[config.mk]
export PLATFORM = sky130hd
export DESIGN_NAME = mem_responder
export DESIGN_NICKNAME = d
export VERILOG_FILES = /design/src/rtl/mem_pkg.sv /design/src/rtl/mem_array.sv /design/src/rtl/mem_responder.sv
export SDC_FILE = /design/constraint.sdc
export NUM_CORES = 2
export LEC_CHECK = 0
export ABC_CLOCK_PERIOD_IN_PS = 5610
export CAP_MARGIN = 10
export CELL_PAD_IN_SITES_DETAIL_PLACEMENT = 1
export CELL_PAD_IN_SITES_GLOBAL_PLACEMENT = 1
export CORE_ASPECT_RATIO = 0.9
export CORE_MARGIN = 5
export CORE_UTILIZATION = 25
export CTS_CLUSTER_DIAMETER = 120
export DETAILED_ROUTE_END_ITERATION = 10
export DONT_BUFFER_PORTS = 1
export GPL_ROUTABILITY_DRIVEN = 0
export PLACE_DENSITY = 0.44
export SLEW_MARGIN = 0
export SYNTH_ARGS = -nofsm -noshare
export SYNTH_HDL_FRONTEND = slang
export SYNTH_SLANG_ARGS = --single-unit
[constraint.sdc]
create_clock -name clk -period 5.61 [get_ports clk]
set_input_delay 1.122 -clock clk [delete_from_list [all_inputs] [get_ports clk]]
set_output_delay 1.122 -clock clk [all_outputs]
set_load 0.005 [all_outputs]
[src/rtl/mem_pkg.sv]
// Shared types and constants for the wait-state memory responder.
package mem_pkg;

  typedef enum logic [1:0] {
    IDLE = 2'd0,
    WAIT = 2'd1,
    RESP = 2'd2
  } memstate_t;

  localparam int WORD_BYTES = 4;
  localparam int CNT_W      = 4;

endpackage

[src/rtl/mem_array.sv]
// Word storage: combinational read, synchronous write-enable, no reset.
module mem_array #(
  parameter int DEPTH_LOG2 = 6
) (
  input  logic                  clk,
  input  logic                  i_we,
  input  logic [DEPTH_LOG2-1:0] i_idx,
  input  logic [31:0]           i_wd,
  output logic [31:0]           o_rd
);

  logic [31:0] r_mem [2**DEPTH_LOG2];

  // NOTE: the storage array has no reset branch; clearing every word would
  // force flops instead of RAM and contents must survive a core reset.
  always_ff @(posedge clk) begin
    if (i_we) r_mem[i_idx] <= i_wd;
  end

  assign o_rd = r_mem[i_idx];

endmodule

[src/rtl/mem_responder.sv]
// Req/ready memory responder with LATENCY wait states for the multicycle MIPS port.
module mem_responder
  import mem_pkg::*;
#(
  parameter int DEPTH_LOG2 = 6,
  parameter int LATENCY    = 2
) (
  input  logic        clk,
  input  logic        reset,
  input  logic        req,
  input  logic        we,
  input  logic [31:0] adr,
  input  logic [31:0] wd,
  output logic [31:0] rd,
  output logic        ready,
  output logic        err
);

  localparam int                AW     = DEPTH_LOG2 + 2;
  localparam logic [CNT_W-1:0]  LAT_M1 = CNT_W'(LATENCY - 1);
  localparam logic [CNT_W-1:0]  CNT_ONE = CNT_W'(1);

  memstate_t             r_state;
  memstate_t             w_next_state;
  logic [CNT_W-1:0]      r_cnt;
  logic [AW-1:0]         r_adr;
  logic [31:0]           r_wd;
  logic                  r_we;
  logic [31:0]           r_rd;
  logic                  r_err;

  logic [AW-1:0]         w_acc_adr;
  logic [31:0]           w_acc_wd;
  logic                  w_acc_we;
  logic                  w_aligned;
  logic                  w_enter_resp;
  logic                  w_mem_we;
  logic [31:0]           w_mem_rd;
  logic                  w_unused_adr;

  // Address bits above the array are deliberately ignored (aliasing).
  assign w_unused_adr = ^adr[31:AW];

  // NOTE: state registers use non-blocking assignments so every flop samples
  // pre-edge values regardless of block ordering.
  always_ff @(posedge clk) begin
    if (reset) r_state <= IDLE;
    else       r_state <= w_next_state;
  end

  // NOTE: the default assignment at the top keeps this block free of latches.
  always_comb begin
    w_next_state = r_state;
    case (r_state)
      IDLE:    if (req) w_next_state = (LATENCY == 1) ? RESP : WAIT;
      WAIT:    if (r_cnt == CNT_ONE) w_next_state = RESP;
      RESP:    w_next_state = IDLE;
      default: w_next_state = IDLE;
    endcase
  end

  always_comb begin
    ready = (r_state == RESP);
  end

  always_ff @(posedge clk) begin
    if (reset) begin
      r_cnt <= '0;
    end else begin
      case (r_state)
        IDLE: if (req) begin
          r_adr <= adr[AW-1:0];
          r_wd  <= wd;
          r_we  <= we;
          r_cnt <= LAT_M1;
        end
        WAIT: if (r_cnt != CNT_ONE) r_cnt <= r_cnt - CNT_ONE;
        default: ;
      endcase
    end
  end

  // With LATENCY=1 the access happens on the accepting edge, before capture.
  assign w_acc_adr    = (r_state == IDLE) ? adr[AW-1:0] : r_adr;
  assign w_acc_wd     = (r_state == IDLE) ? wd          : r_wd;
  assign w_acc_we     = (r_state == IDLE) ? we          : r_we;
  assign w_aligned    = (w_acc_adr[1:0] == 2'(WORD_BYTES - 4));
  assign w_enter_resp = (w_next_state == RESP) && (r_state != RESP) && !reset;
  assign w_mem_we     = w_enter_resp && w_acc_we && w_aligned;

  mem_array #(
    .DEPTH_LOG2(DEPTH_LOG2)
  ) u_mem_array (
    .clk  (clk),
    .i_we (w_mem_we),
    .i_idx(w_acc_adr[AW-1:2]),
    .i_wd (w_acc_wd),
    .o_rd (w_mem_rd)
  );

  always_ff @(posedge clk) begin
    if (reset) begin
      r_rd  <= '0;
      r_err <= 1'b0;
    end else if (w_enter_resp) begin
      if (!w_aligned) begin
        r_rd  <= '0;
        r_err <= 1'b1;
      end else begin
        r_rd  <= w_acc_we ? w_acc_wd : w_mem_rd;
        r_err <= 1'b0;
      end
    end else if (r_state == RESP) begin
      r_err <= 1'b0;
    end
  end

  assign rd  = r_rd;
  assign err = r_err;

endmodule

* Word-level counts from Yosys, hierarchy flattened
Memory sizes are Yosys's and may differ from the RTL's.
Index checks and enable logic that the tools add are counted.
** Storage, ports and cells
- Register bits after elaboration :: 80
- Latch bits :: 0
- Bits in writable memories :: 2048
- ROM bits :: 0
- Bits of input ports :: 68
- Output and inout bits :: 34
- Memories :: 1
** Memories
- u_mem_array.r_mem :: depth 64, bits a word 32, read ports 1, clocked after memory_dff 0, write ports 1, line mem_array.sv:12 : logic [31:0] r_mem [2**DEPTH_LOG2];
** Operators by class
- $add $sub $neg :: 1
- $mul :: 0
- Div/mod/pow operators :: 0
- Magnitude comparators :: 0
- Equality and inequality tests :: 8
- Shift operators :: 0
- Muxes and demuxes :: 16
- Bitwise logic cells :: 1
- Reductions and logical operators :: 11
** Operators by type and width (count)
- 32-bit 2-to-1 mux :: 3
- 4-bit 2-to-1 mux :: 2
- 8-bit 2-to-1 mux :: 1
- 4-bit one-hot mux with 2 select lines :: 1
- 1-bit 2-to-1 mux :: 6
- 2-bit != test (second input constant) :: 3
- 3-bit AND reduction :: 2
- 2-bit == test (second input constant) :: 2
- 4-bit by 1-bit == test with 1-bit output (second input constant) :: 1
- 1-bit logical AND :: 4
- 2-bit zero test :: 2
- 2-bit 2-to-1 mux :: 2
- 4-bit by 1-bit != test with 1-bit output (second input constant) :: 1
- 2-bit one-hot mux with 2 select lines :: 1
- 2-bit nonzero test :: 2
- 4-bit by 1-bit subtractor with 4-bit output (second input constant) :: 1
- 2-bit by 1-bit == test with 1-bit output (second input constant) :: 1
- 1-bit zero test :: 1
- 1-bit NOT :: 1

* Logic depth before layout (Yosys ltp)
- Depth in word-level cells :: 10
- Gate-level depth with buffers :: 14
- Gate-level depth less buffers :: 9

* Cells and area by module
From an unflattened synthesis, not the netlist that was laid out.
** Unflattened totals
- Cells, all modules :: 4642
- Area, all modules :: 82275.2 um^2
** By module, submodules not included
- mem_array :: times used 1, cells each 4207, area an instance 78287.6 um^2, seq. area each 61499.0 um^2
- mem_responder :: times used 1, cells each 435, area an instance 3987.6 um^2, seq. area each 2011.9 um^2

* Worst setup path before layout
No wires, ideal clock.
- Path kind :: input to register
- Start point :: input adr[3]
- End point :: memory u_mem_array.r_mem[32][0], enable pin
- Arrival time :: 4.248 ns
- Data required time :: 5.189 ns
- Slack :: 0.941 ns
- Stages on the path :: 9
- Path buffers :: 5
- Path through :: buf_4 nor4_1 a21o_1 buf_2 buf_2 buf_2 buf_1 nand3_1 nor2_1
** On the way
- Longest elaborated chain between the ends :: 1
** Ends and longest elaborated chain
- start: declaration :: line mem_responder.sv:12 : input logic [31:0] adr,
- 8-bit 2-to-1 mux :: line mem_responder.sv:84 : assign w_acc_adr = (r_state == IDLE) ? adr[AW-1:0] : r_adr;
- end: declaration :: line mem_array.sv:12
Every way passes these cells.

* Worst setup path in the final report
- Start point :: register r_state[0]
- End point :: memory u_mem_array.r_mem[49][5], enable pin
** On the way
- Longest elaborated chain between the ends :: 9
- Elaborated cells on any way between the ends :: 16
- Classes of those cells :: 3 x eq/ne; 7 x mux; 6 x reduce/logical
** Ends and longest elaborated chain
- start: declaration :: line mem_responder.sv:23 : memstate_t r_state;
- start signal: assignment :: line mem_responder.sv:48 : else r_state <= w_next_state;
- 2-bit by 1-bit == test with 1-bit output, or another cell as far along :: line mem_responder.sv:54 : case (r_state)
- 2-bit one-hot mux with 2 select lines :: line mem_responder.sv:54
- 2-bit == test :: line mem_responder.sv:88 : assign w_enter_resp = (w_next_state == RESP) && (r_state != RESP) && !reset;
- 1-bit logical AND (2 in series) :: line mem_responder.sv:88
- 1-bit logical AND (2 in series) :: line mem_responder.sv:89 : assign w_mem_we = w_enter_resp && w_acc_we && w_aligned;
- 1-bit 2-to-1 mux :: line mem_array.sv:17 : if (i_we) r_mem[i_idx] <= i_wd;
- 1-bit 2-to-1 mux (implied by the code) :: line mem_array.sv:17
Parallel ways exist; a longest one is shown, timed or not.

==> results.toml <==
[synth]
synthTopCellsByArea = "edfxtp_1, nand2_1, a32oi_1, a21oi_1, o22ai_1"
syn_inst = 5539
synth_xor_area_frac = 0.0002161
synth-compound-area-share = 0.09019
synth_top_area_share = 0.7738
synthArstFlopShare = 0
synth-edff-count = 2089
syn_area_um2 = 81060
syn-num-nets = 5609
synth_area_leader_cell = "edfxtp_1"
synth_cell_types = 65
synth_top_family_by_area = "simple AND/OR/NAND/NOR gates"
yosys_register_bits = 2128
synth_ff_type = "edfxtp_1"
synth_mux_area_frac = 0.01324
synthSimpleGateAreaFrac = 0.09276
seq_area_frac_synth = 0.7835
avgSynthCellArea_um2 = 14.63
synthAdderAreaFrac = 0.0003087
yosysWarningCount = 0

[timing]
slew_violations = 0
setup_ws_ns = 1.100
post-route-min-period_ns = 4.510
setup_viol = 0
hold_viol_final = 0
clock_skew_ns = 0.03594
grt_setup_unrepaired = "false"
maxSlewHeadroom = 0.1244
finalSetupTns_ns = 0
fin_crit_sh = 0.8040
tightest_slew_ns = 1.313
fmax_ghz = 0.2217

[power]
pwr-share-seq = 0.488
internal_power_mw = 27.25
p_switching_mw = 9.566
total_power_mw = 36.82
p_clk_frac = 0.404
ir_drop_mv = 0.2739
power.density_nw_per_um2 = 383.8
combPwrFrac = 0.108
p_leak_nw = 30.44
swShare = 0.2598

[critical_path]
regToRegSetupSlack_ns = 1.10
crit_top_cell = "buf_4"
worstSetupStartpointType = "register"
r2r-start = "r_state[0]$_SDFF_PP0_"
worst_setup_path_end_kind = "register"
cp_data_arrival_time_ns = 5.00
cp.required_ns = 6.10
crit_fanout = 36
r2r_cells = 10
cpPeakStageDelay_ns = 0.63
critPathLaunch = "r_state[0]$_SDFF_PP0_"
slowest_stage = "buf_4"
r2r-end = "u_mem_array.r_mem[49][5]$_DFFE_PP_"
crit_type = "register to register"
path_cells = "or2_2 -> buf_4 -> nor3_1 -> nor2_1 -> nor3_2 -> buf_4 -> nand3_1 -> buf_4 -> nor2_4 -> buf_4"

[routing]
wl_per_cell_um = 34.53
via_count = 52600
via_per_inst = 5.153
drt_iter0_markers = 5380
antenna_left = 0
route.detailed.drc = 0
drt_first_pass_iters = 5
wl_um = 352400

[min_path]
worstHoldStart = "wd[6]"
hold_class = "input pin to register"
hold_depth = 0
hold_end = "r_wd[6]$_DFFE_PP_"

[cts]
postCtsSetupRepairBufs = 0
cts_tree = "yes"
cts-root-buf = "clkbuf_16"
cts_resized = 0
postCtsHoldBufs = 0
htree_levels = 4
clk_pin_slew_worst_paths_ns = 0.06
clockBufferDepth = 4
cts_buffers = 230
cts_sinks = 2128
clkLatencyLatePin_ns = 0.89

[floorplanning]
fp.dieH_um = 550.2
die_x_um = 610.2
num_io_pins = 102
coreArea_um2 = 323100
rows = 198
dieArea_um2 = 335800
start_util = 0.2509

[cells_and_area]
drive_gt1_frac = 0.1285
nets = 5783
layout_commonest_cell = "edfxtp_1"
syn_to_final_growth_pct = 18.35
layout_common_cells = "edfxtp_1, nand2_1, a21oi_1, buf_4, clkbuf_16"

[status]
status = "complete, no violations"

[grt]
grt_max_degree = 85
overflow = 0
antenna_found_initial = 23
grt_pass1_vias = 52720
grt_util_all_layers = 0.2031
grt_pass1_wl_um = 472200

[placement]
post-place-ws_ns = 1.076
dp_hpwl_um = 198600
portBuffers = 0

[flow_run]
cap_viol_max_count = 0
Yosys cell counts (13+ instances only):
cell type and number:
buf_2 160, or4_1 18, nor4_1 22, a32oi_1 210, edfxtp_1 2089, dfxtp_1 39
nor2_1 194, a32o_1 14, mux2i_1 96, o22ai_1 187, nor3_1 60, clkbuf_1 127
a21oi_1 340, a211oi_1 13, o21ai_0 24, nand2_1 1283, a31oi_1 133, o221ai_1 31
buf_1 70, nand3_1 219, a22oi_1 38
worst max-delay path by stage:
| stage | cells after the start | endpoint | slack, ns |
|---|---|---|---|
| floorplan | 9 | u_mem_array.r_mem[32][0]$_DFFE_PP_ | 0.94 |
| global placement | 10 | rd[16]$_SDFFE_PP0P_ | 0.99 |
| detailed placement | 7 | u_mem_array.r_mem[49][3]$_DFFE_PP_ | 1.08 |
| CTS | 10 | u_mem_array.r_mem[49][5]$_DFFE_PP_ | 1.10 |
| global route | 10 | u_mem_array.r_mem[49][5]$_DFFE_PP_ | 0.96 |
| finish | 10 | u_mem_array.r_mem[49][5]$_DFFE_PP_ | 1.10 |
worst max-delay path, delay by kind of cell, from the launching register on:
| family | cells | cell delay, ns |
|---|---|---|
| flops | 1 | 0.53 |
| buf+inv | 4 | 1.76 |
| simple gates | 6 | 1.71 |
cell families after synthesis:
family | count (synthesis)
AO/OA/AOI/OAI | 1089
XOR/XNOR | 2
adder cells (fa/ha/maj) | 2
buffers and inverters | 370
flip-flops | 2128
multiplexers | 106
AND/OR/NAND/NOR | 1842
layout make-up:
| type | count | area [um^2] |
|---|---|---|
| sequential | 2128 | 63510 |
| fill | 34070 | 227100 |
| antenna | 9 | 22.52 |
| tap | 4300 | 5380 |
| timing repair buffer | 304 | 3108 |
| clock buffer | 318 | 6349 |
| multi-input combinational | 3041 | 16750 |
| clock inverter | 98 | 793.3 |
| inverter | 8 | 30.03 |
sequential cells by signal (all words and copies together), names as in the netlist:
register,count
rd,32
r_cnt,4
err,1
r_we,1
r_state,2
r_wd,32
u_mem_array.r_mem,2048
r_adr,8
per-layer routing:
metal	global-route usage	wire, um	vias up
met5	0	27	-
met4	0.05070	9004	4
met2	0.3250	161300	1763
li1	-	-	21670
met3	0.02694	19780	428
met1	0.2919	162300	28730
power groups by stage:
stage,clock (mW),sequential (mW),combinational (mW)
floorplan,0,18.3,1.98
global placement,0,18.3,3.93
detailed placement,0,18.3,3.98
CTS,15.2,18.0,3.99
global route,15.8,18.0,4.20
finish,14.9,18.0,3.98
per-stage QoR:
step	util	hold slack [ns]	instances	cell area (um^2)
6_report	0.2970	0.3250	10210	95940
5_1_grt	0.2969	0.2542	10200	95920
4_1_cts	0.2969	0.2392	10200	95920
3_5_place_dp	0.2748	0.5472	9781	88780
3_3_place_gp	0.2747	0.5437	9780	88760
2_1_floorplan	-	0.5147	5539	81060
No activity file was read; power rests on OpenSTA's default activity.
